<file path="config.mk">
export PLATFORM = sky130hd
export DESIGN_NAME = bcd_countdown_timer
export DESIGN_NICKNAME = d
export VERILOG_FILES = /design/src/rtl/bcd_countdown_timer_pkg.sv /design/src/rtl/bcd_digit_down.sv /design/src/rtl/bcd_countdown_timer.sv
export SDC_FILE = /design/constraint.sdc
export NUM_CORES = 1
export LEC_CHECK = 0
export BUFFER_PORTS_ARGS = -buffer_cell sky130_fd_sc_hd__buf_2
export CORE_MARGIN = 1.5
export CORE_UTILIZATION = 55
export DETAILED_ROUTE_END_ITERATION = 10
export MAX_ROUTING_LAYER = met4
export PLACE_DENSITY = 0.77
export SLEW_MARGIN = 10
export SYNTH_ARGS = -nofsm -noshare
export SYNTH_HDL_FRONTEND = slang
export SYNTH_HIERARCHICAL = 1
export SYNTH_SLANG_ARGS = --single-unit
export TNS_END_PERCENT = 10
</file>
<file path="constraint.sdc">
create_clock -name clk -period 6.3 [get_ports clk]
set_input_delay 0 -clock clk [delete_from_list [all_inputs] [get_ports clk]]
set_output_delay 0 -clock clk [all_outputs]
set_load 0.02 [all_outputs]
</file>
<file path="src/rtl/bcd_countdown_timer_pkg.sv">
// Shared definitions for the MM:SS BCD countdown timer.
//   BCD_W            width of one BCD digit
//   BCD_MAX          largest legal BCD digit, also the borrow reload for
//                    sec_ones and every minute digit
//   SEC_TENS_RELOAD  reload value of sec_tens on borrow (x9 -> x5:9)
//   ADD_TENS         tens-of-seconds added by the quick-add key
//   bcd_add()        single-digit BCD add of 0..2 with carry out
package bcd_countdown_timer_pkg;

   localparam int               BCD_W           = 4;
   localparam logic [BCD_W-1:0] BCD_MAX         = 4'd9;
   localparam logic [BCD_W-1:0] SEC_TENS_RELOAD = 4'd5;
   localparam logic [BCD_W-1:0] ADD_TENS        = 4'd3;
   // sec_tens after adding ADD_TENS: at or above these, one or two minutes carry
   localparam logic [BCD_W-1:0] TENS_ONE_MIN    = 4'd6;
   localparam logic [BCD_W-1:0] TENS_TWO_MIN    = 4'd12;

   typedef enum logic [1:0] {
      MIN_INC_0 = 2'd0,
      MIN_INC_1 = 2'd1,
      MIN_INC_2 = 2'd2
   } min_inc_e;

   typedef struct packed {
      logic             carry;
      logic [BCD_W-1:0] digit;
   } bcd_sum_t;

   function automatic bcd_sum_t bcd_add(input logic [BCD_W-1:0] a,
                                        input logic [1:0]       inc);
      logic [BCD_W:0] raw;
      bcd_sum_t       r;
      raw = {1'b0, a} + {3'b000, inc};
      if (raw > {1'b0, BCD_MAX}) begin
         r.carry = 1'b1;
         // modulo-16 wrap of the low nibble gives raw-10 for raw 10..11
         r.digit = raw[BCD_W-1:0] - 4'd10;
      end else begin
         r.carry = 1'b0;
         r.digit = raw[BCD_W-1:0];
      end
      return r;
   endfunction

endpackage

</file>
<file path="src/rtl/bcd_digit_down.sv">
// One BCD down-counting digit with parallel load.
//   clk, clear     clock and synchronous active-high clear (q -> 0)
//   load/load_val  parallel load, wins over dec
//   dec            decrement; at 0 the digit reloads reload_val
//   reload_val     value taken when decrementing from 0
//   q              current digit
//   borrow         q==0 && dec, decrements the next digit up
//   is_zero        q==0
module bcd_digit_down
   import bcd_countdown_timer_pkg::*;
(
   input  logic             clk,
   input  logic             clear,
   input  logic             load,
   input  logic [BCD_W-1:0] load_val,
   input  logic             dec,
   input  logic [BCD_W-1:0] reload_val,
   output logic [BCD_W-1:0] q,
   output logic             borrow,
   output logic             is_zero
);

   always_ff @(posedge clk) begin
      if (clear) begin
         q <= '0;
      end else if (load) begin
         q <= load_val;
      end else if (dec) begin
         q <= is_zero ? reload_val : q - BCD_W'(1);
      end
   end

   assign is_zero = (q == '0);
   assign borrow  = is_zero && dec;

endmodule

</file>
<file path="src/rtl/bcd_countdown_timer.sv">
// MM:SS BCD countdown timer with keypad shift-in entry, +30 s quick-add,
// internal 1 s prescaler and a one-cycle done pulse.
//   clk         rising-edge clock
//   clear       synchronous active-high clear, overrides everything
//   en          1 = run, 0 = paused / editable
//   load_digit  strobe: shift data into sec_ones (only while paused, data<=9)
//   data        BCD keypad digit
//   add30       strobe: add 30 s, saturating at all-9 minutes :59
//   sec_ones    seconds units
//   sec_tens    seconds tens (may read 6..9 straight after keypad entry)
//   mins        minute digits, digit k at [4k+3:4k]
//   zero        every digit is 0
//   done        one-cycle pulse when a countdown tick reaches 00:00
//   running     en && !zero
module bcd_countdown_timer
   import bcd_countdown_timer_pkg::*;
#(
   parameter int MIN_DIGITS = 2,
   parameter int TICK_DIV   = 1
) (
   input  logic                        clk,
   input  logic                        clear,
   input  logic                        en,
   input  logic                        load_digit,
   input  logic [BCD_W-1:0]            data,
   input  logic                        add30,
   output logic [BCD_W-1:0]            sec_ones,
   output logic [BCD_W-1:0]            sec_tens,
   output logic [BCD_W*MIN_DIGITS-1:0] mins,
   output logic                        zero,
   output logic                        done,
   output logic                        running
);

   // digit index: 0 = sec_ones, 1 = sec_tens, 2.. = minutes LS first
   localparam int ND = MIN_DIGITS + 2;
   localparam int PW = (TICK_DIV > 1) ? $clog2(TICK_DIV) : 1;
   localparam logic [PW-1:0] PRESC_TOP = PW'(TICK_DIV - 1);

   logic [BCD_W-1:0] q        [ND];
   logic [BCD_W-1:0] load_val [ND];
   logic [ND-1:0]    is_zero;
   logic [PW-1:0]    presc;
   logic             accept_load;
   logic             add_now;
   logic             load_all;
   logic             advance;
   logic             tick;
   logic             last_sec;
   logic             msd_borrow_unused;
   logic [BCD_W-1:0] tens_sum;
   logic [1:0]       carry;
   min_inc_e         min_inc;
   bcd_sum_t         sum;

   assign zero        = &is_zero;
   assign running     = en && !zero;
   assign accept_load = load_digit && !en && (data <= BCD_MAX);
   assign add_now     = add30 && !accept_load;
   assign load_all    = accept_load || add_now;
   // any key strobe stalls the prescaler so an add30 landing on the tick
   // cycle defers the tick by one clock instead of losing it
   assign advance     = running && !add30 && !load_digit;
   assign tick        = advance && (presc == '0);
   assign last_sec    = (q[0] == BCD_W'(1)) && (&is_zero[ND-1:1]);

   // Prescaler counts down TICK_DIV-1..0; phase-equivalent to an up-count
   // that ticks on TICK_DIV-1, so a fresh start gives its first tick after
   // TICK_DIV running cycles.
   always_ff @(posedge clk) begin
      if (clear) begin
         presc <= PRESC_TOP;
         done  <= 1'b0;
      end else begin
         if (accept_load) begin
            presc <= PRESC_TOP;
         end else if (advance) begin
            presc <= (presc == '0) ? PRESC_TOP : presc - PW'(1);
         end
         done <= tick && last_sec;
      end
   end

   always_comb begin
      for (int i = 0; i < ND; i++) begin
         load_val[i] = q[i];
      end
      tens_sum = q[1] + ADD_TENS;
      min_inc  = MIN_INC_0;
      carry    = 2'd0;
      sum      = '0;
      if (accept_load) begin
         load_val[0] = data;
         for (int i = 1; i < ND; i++) begin
            load_val[i] = q[i-1];
         end
      end else begin
         if (tens_sum >= TENS_TWO_MIN) begin
            load_val[1] = tens_sum - TENS_TWO_MIN;
            min_inc     = MIN_INC_2;
         end else if (tens_sum >= TENS_ONE_MIN) begin
            load_val[1] = tens_sum - TENS_ONE_MIN;
            min_inc     = MIN_INC_1;
         end else begin
            load_val[1] = tens_sum;
         end
         carry = min_inc;
         for (int k = 0; k < MIN_DIGITS; k++) begin
            sum           = bcd_add(q[k+2], carry);
            load_val[k+2] = sum.digit;
            carry         = {1'b0, sum.carry};
         end
         if (carry != 2'd0) begin
            for (int k = 0; k < MIN_DIGITS; k++) begin
               load_val[k+2] = BCD_MAX;
            end
            load_val[1] = SEC_TENS_RELOAD;
            load_val[0] = BCD_MAX;
         end
      end
   end

   for (genvar i = 0; i < ND; i++) begin : g_dig
      logic dec_i;
      logic borrow_i;
      if (i == 0) begin : g_ls
         assign dec_i = tick;
      end else begin : g_up
         assign dec_i = g_dig[i-1].borrow_i;
      end
      bcd_digit_down u_digit (
         .clk        (clk),
         .clear      (clear),
         .load       (load_all),
         .load_val   (load_val[i]),
         .dec        (dec_i),
         .reload_val ((i == 1) ? SEC_TENS_RELOAD : BCD_MAX),
         .q          (q[i]),
         .borrow     (borrow_i),
         .is_zero    (is_zero[i])
      );
   end

   // ticks only occur while nonzero, so the top digit never borrows
   assign msd_borrow_unused = g_dig[ND-1].borrow_i;

   assign sec_ones = q[0];
   assign sec_tens = q[1];
   for (genvar k = 0; k < MIN_DIGITS; k++) begin : g_mins
      assign mins[BCD_W*k +: BCD_W] = q[k+2];
   end

endmodule
</file>
==> results.ini <==
[worst_setup_path]
rr_worst_depth = 26
slowest_stage = dfxtp_1
cp-start-kind = flip-flop
worstPathRequired_ps = 6540
crit_family = adder cells
path_common_cell = ha_1
critPathMaxFanout = 11
path_depth = 26
crit_buf_inv = 3
cp-end-kind = flip-flop
reg2reg_from = g_dig[1].u_digit/q[0]
critPathArrivalTime_ps = 5870
crit_path_max_incr_delay_ps = 550
crit_end = g_dig[2].u_digit/q[1]
crit_type = flip-flop to flip-flop
crit_path_start = g_dig[1].u_digit/q[0]
r2r-end = g_dig[2].u_digit/q[1]
r2r_slack_ps = 670

[cells_and_area]
antenna_cells = 0
final_cells = 353
syn2layout_area_growth_pct = 13.9
layout.nets = 332
drive_gt1_share_pct = 16.9

[global_routing]
grt_start_max_net_pins = 22
grt_pass1_vias = 1856
grt_use_total_pct = 26.2
overflow = 0
grt_pass1_wl_um = 8280
antenna_found_initial = 0

[floorplanning]
io_pins = 28
rows = 21
die-area_sq_mm = 0.00396
fp.dieW_um = 62.9
core_area_sq_mm = 0.00339
start_util_pct = 58.3
die-height_um = 62.9

[clocking]
ctsResizeCount = 0
clock-root-buffer = clkbuf_4
cts.sinks = 17
post_cts_buffers = 0
clock_path_buffers = 2
clk_latency_ps = 320
ctsHoldBuffers = 0
tritoncts = built
numCtsBuffers = 3
path_clk_slew_ps = 130
htreeDepth = 1

[pwr]
p_per_area_mw_per_mm2 = 341
irDropWorstVdd_mv = 0.250
cellLeakagePower_nw = 0.919

[route]
drtIter0Drc = 111
via_per_inst = 5.72
wire_per_inst_um = 13.2
wirelength_um = 4650
drc_errors = 0
drt_first_pass_iters = 4
vias = 2018
antenna_left = 0

[timing]
hold_violations = 0
finalMaxSlewViolations = 0
maxSlewHeadroom_pct = 38.9
fmax_ghz = 0.178
setup_violations = 0
finalCritPeriodShare_pct = 89.4
finalCriticalPeriod_ps = 5630
rsz0062_at_grt = no
fin_tns_setup_ps = 0
tightest_slew_ps = 915
fin_worst_skew_ps = 7.90

[placed_design]
numPortBuffers = 27
placedCellCount = 349
hpwl_um = 3470
place.gp.congestion = 0.862

[min_path]
hp-class = primary input to flip-flop

[job]
maxCapViolations = 0

[run_status]
outcome = completed

[logic_synthesis]
postSynthAreaPerCell_sq_um = 7.46
syn_inst = 265
netlist_area_sq_mm = 0.00198
yosysWarnings = 6

## through the flow
step	hold WS [ps]	worst slack [ps]	instance area [sq um]	power, mW	utilization [%]
6_report	26.5	669	2250	0.769	66.4
5_1_grt	91.9	169	2250	0.844	66.4
4_1_cts	23.6	517	2240	0.772	66.2
3_5_place_dp	377	554	2220	0.699	65.4
3_3_place_gp	369	802	2220	0.694	65.4
2_1_floorplan	72.1	811	2030	0.583	-
## worst min-delay path by stage
stage / startpoint / to / slack (ps) / cells past startpoint
2_1_floorplan: clear / g_dig[0].u_digit/q[0] / 70 / 1
4_1_cts: data[2] / g_dig[0].u_digit/q[2] / 20 / 5
3_5_place_dp: data[2] / g_dig[0].u_digit/q[2] / 380 / 5
5_1_grt: data[2] / g_dig[0].u_digit/q[2] / 90 / 5
6_report: data[2] / g_dig[0].u_digit/q[2] / 30 / 5
3_3_place_gp: data[2] / g_dig[0].u_digit/q[2] / 370 / 5
## layout by cell type (no fill, tap or decap), types with 3 or more instances in the layout
master,instances
nor3b_1,11
dfxtp_1,17
a221oi_1,4
mux2i_1,4
buf_2,27
nand2_1,26
or4_1,5
nand2b_1,7
clkbuf_4,3
nor2b_1,6
a311oi_1,8
inv_2,4
xnor2_1,6
nand3_1,8
o21ai_0,9
o22ai_1,4
conb_1,16
or4b_1,4
o21a_1,6
buf_4,3
and2_2,3
o311ai_0,4
a21oi_1,18
nor2_1,23
or3_1,10
nor3b_4,4
ha_1,15
inv_1,21
## registers in the layout, indices dropped and copies added, names as in the netlist
name / count
g_dig.u_digit/q: 16
done: 1
## metal layers
layer / wire, um / vias up / track usage, %
met1: 2240 / 922 / 33.0
met3: 156 / 7 / 2.70
met2: 2170 / 38 / 43.1
li1: - / 1051 / -
met5: 0 / - / -
met4: 87 / 0 / 9.72
## final cells by class
| cell class | instances | area [sq um] |
|---|---|---|
| Tap cell | 46 | 57.6 |
| Multi-Input combinational cell | 231 | 1570 |
| Sequential cell | 17 | 340 |
| Fill cell | 316 | 1140 |
| Inverter | 25 | 93.8 |
| Clock inverter | 1 | 5.00 |
| Clock buffer | 3 | 22.5 |
| Timing Repair Buffer | 30 | 158 |
## where the power goes
part | switching, mW | internal [mW] | leakage [nW]
clock | 0.0449 | 0.0238 | 0.0177
sequential | 0.0557 | 0.127 | 0.140
combinational | 0.282 | 0.235 | 0.762
total | 0.383 | 0.386 | 0.919
## worst register-to-register path, delay by kind of cell, from the launching register on
| family | cells | cell delay [ps] |
|---|---|---|
| adders and majority gates | 7 | 1700 |
| AOI/OAI and AO/OA | 8 | 1130 |
| buffers and inverters | 3 | 370 |
| and+or+nand+nor | 6 | 1160 |
| xor gates and xnor gates | 2 | 650 |
| DFF | 1 | 550 |
No activity file was read; power rests on OpenSTA's default activity.
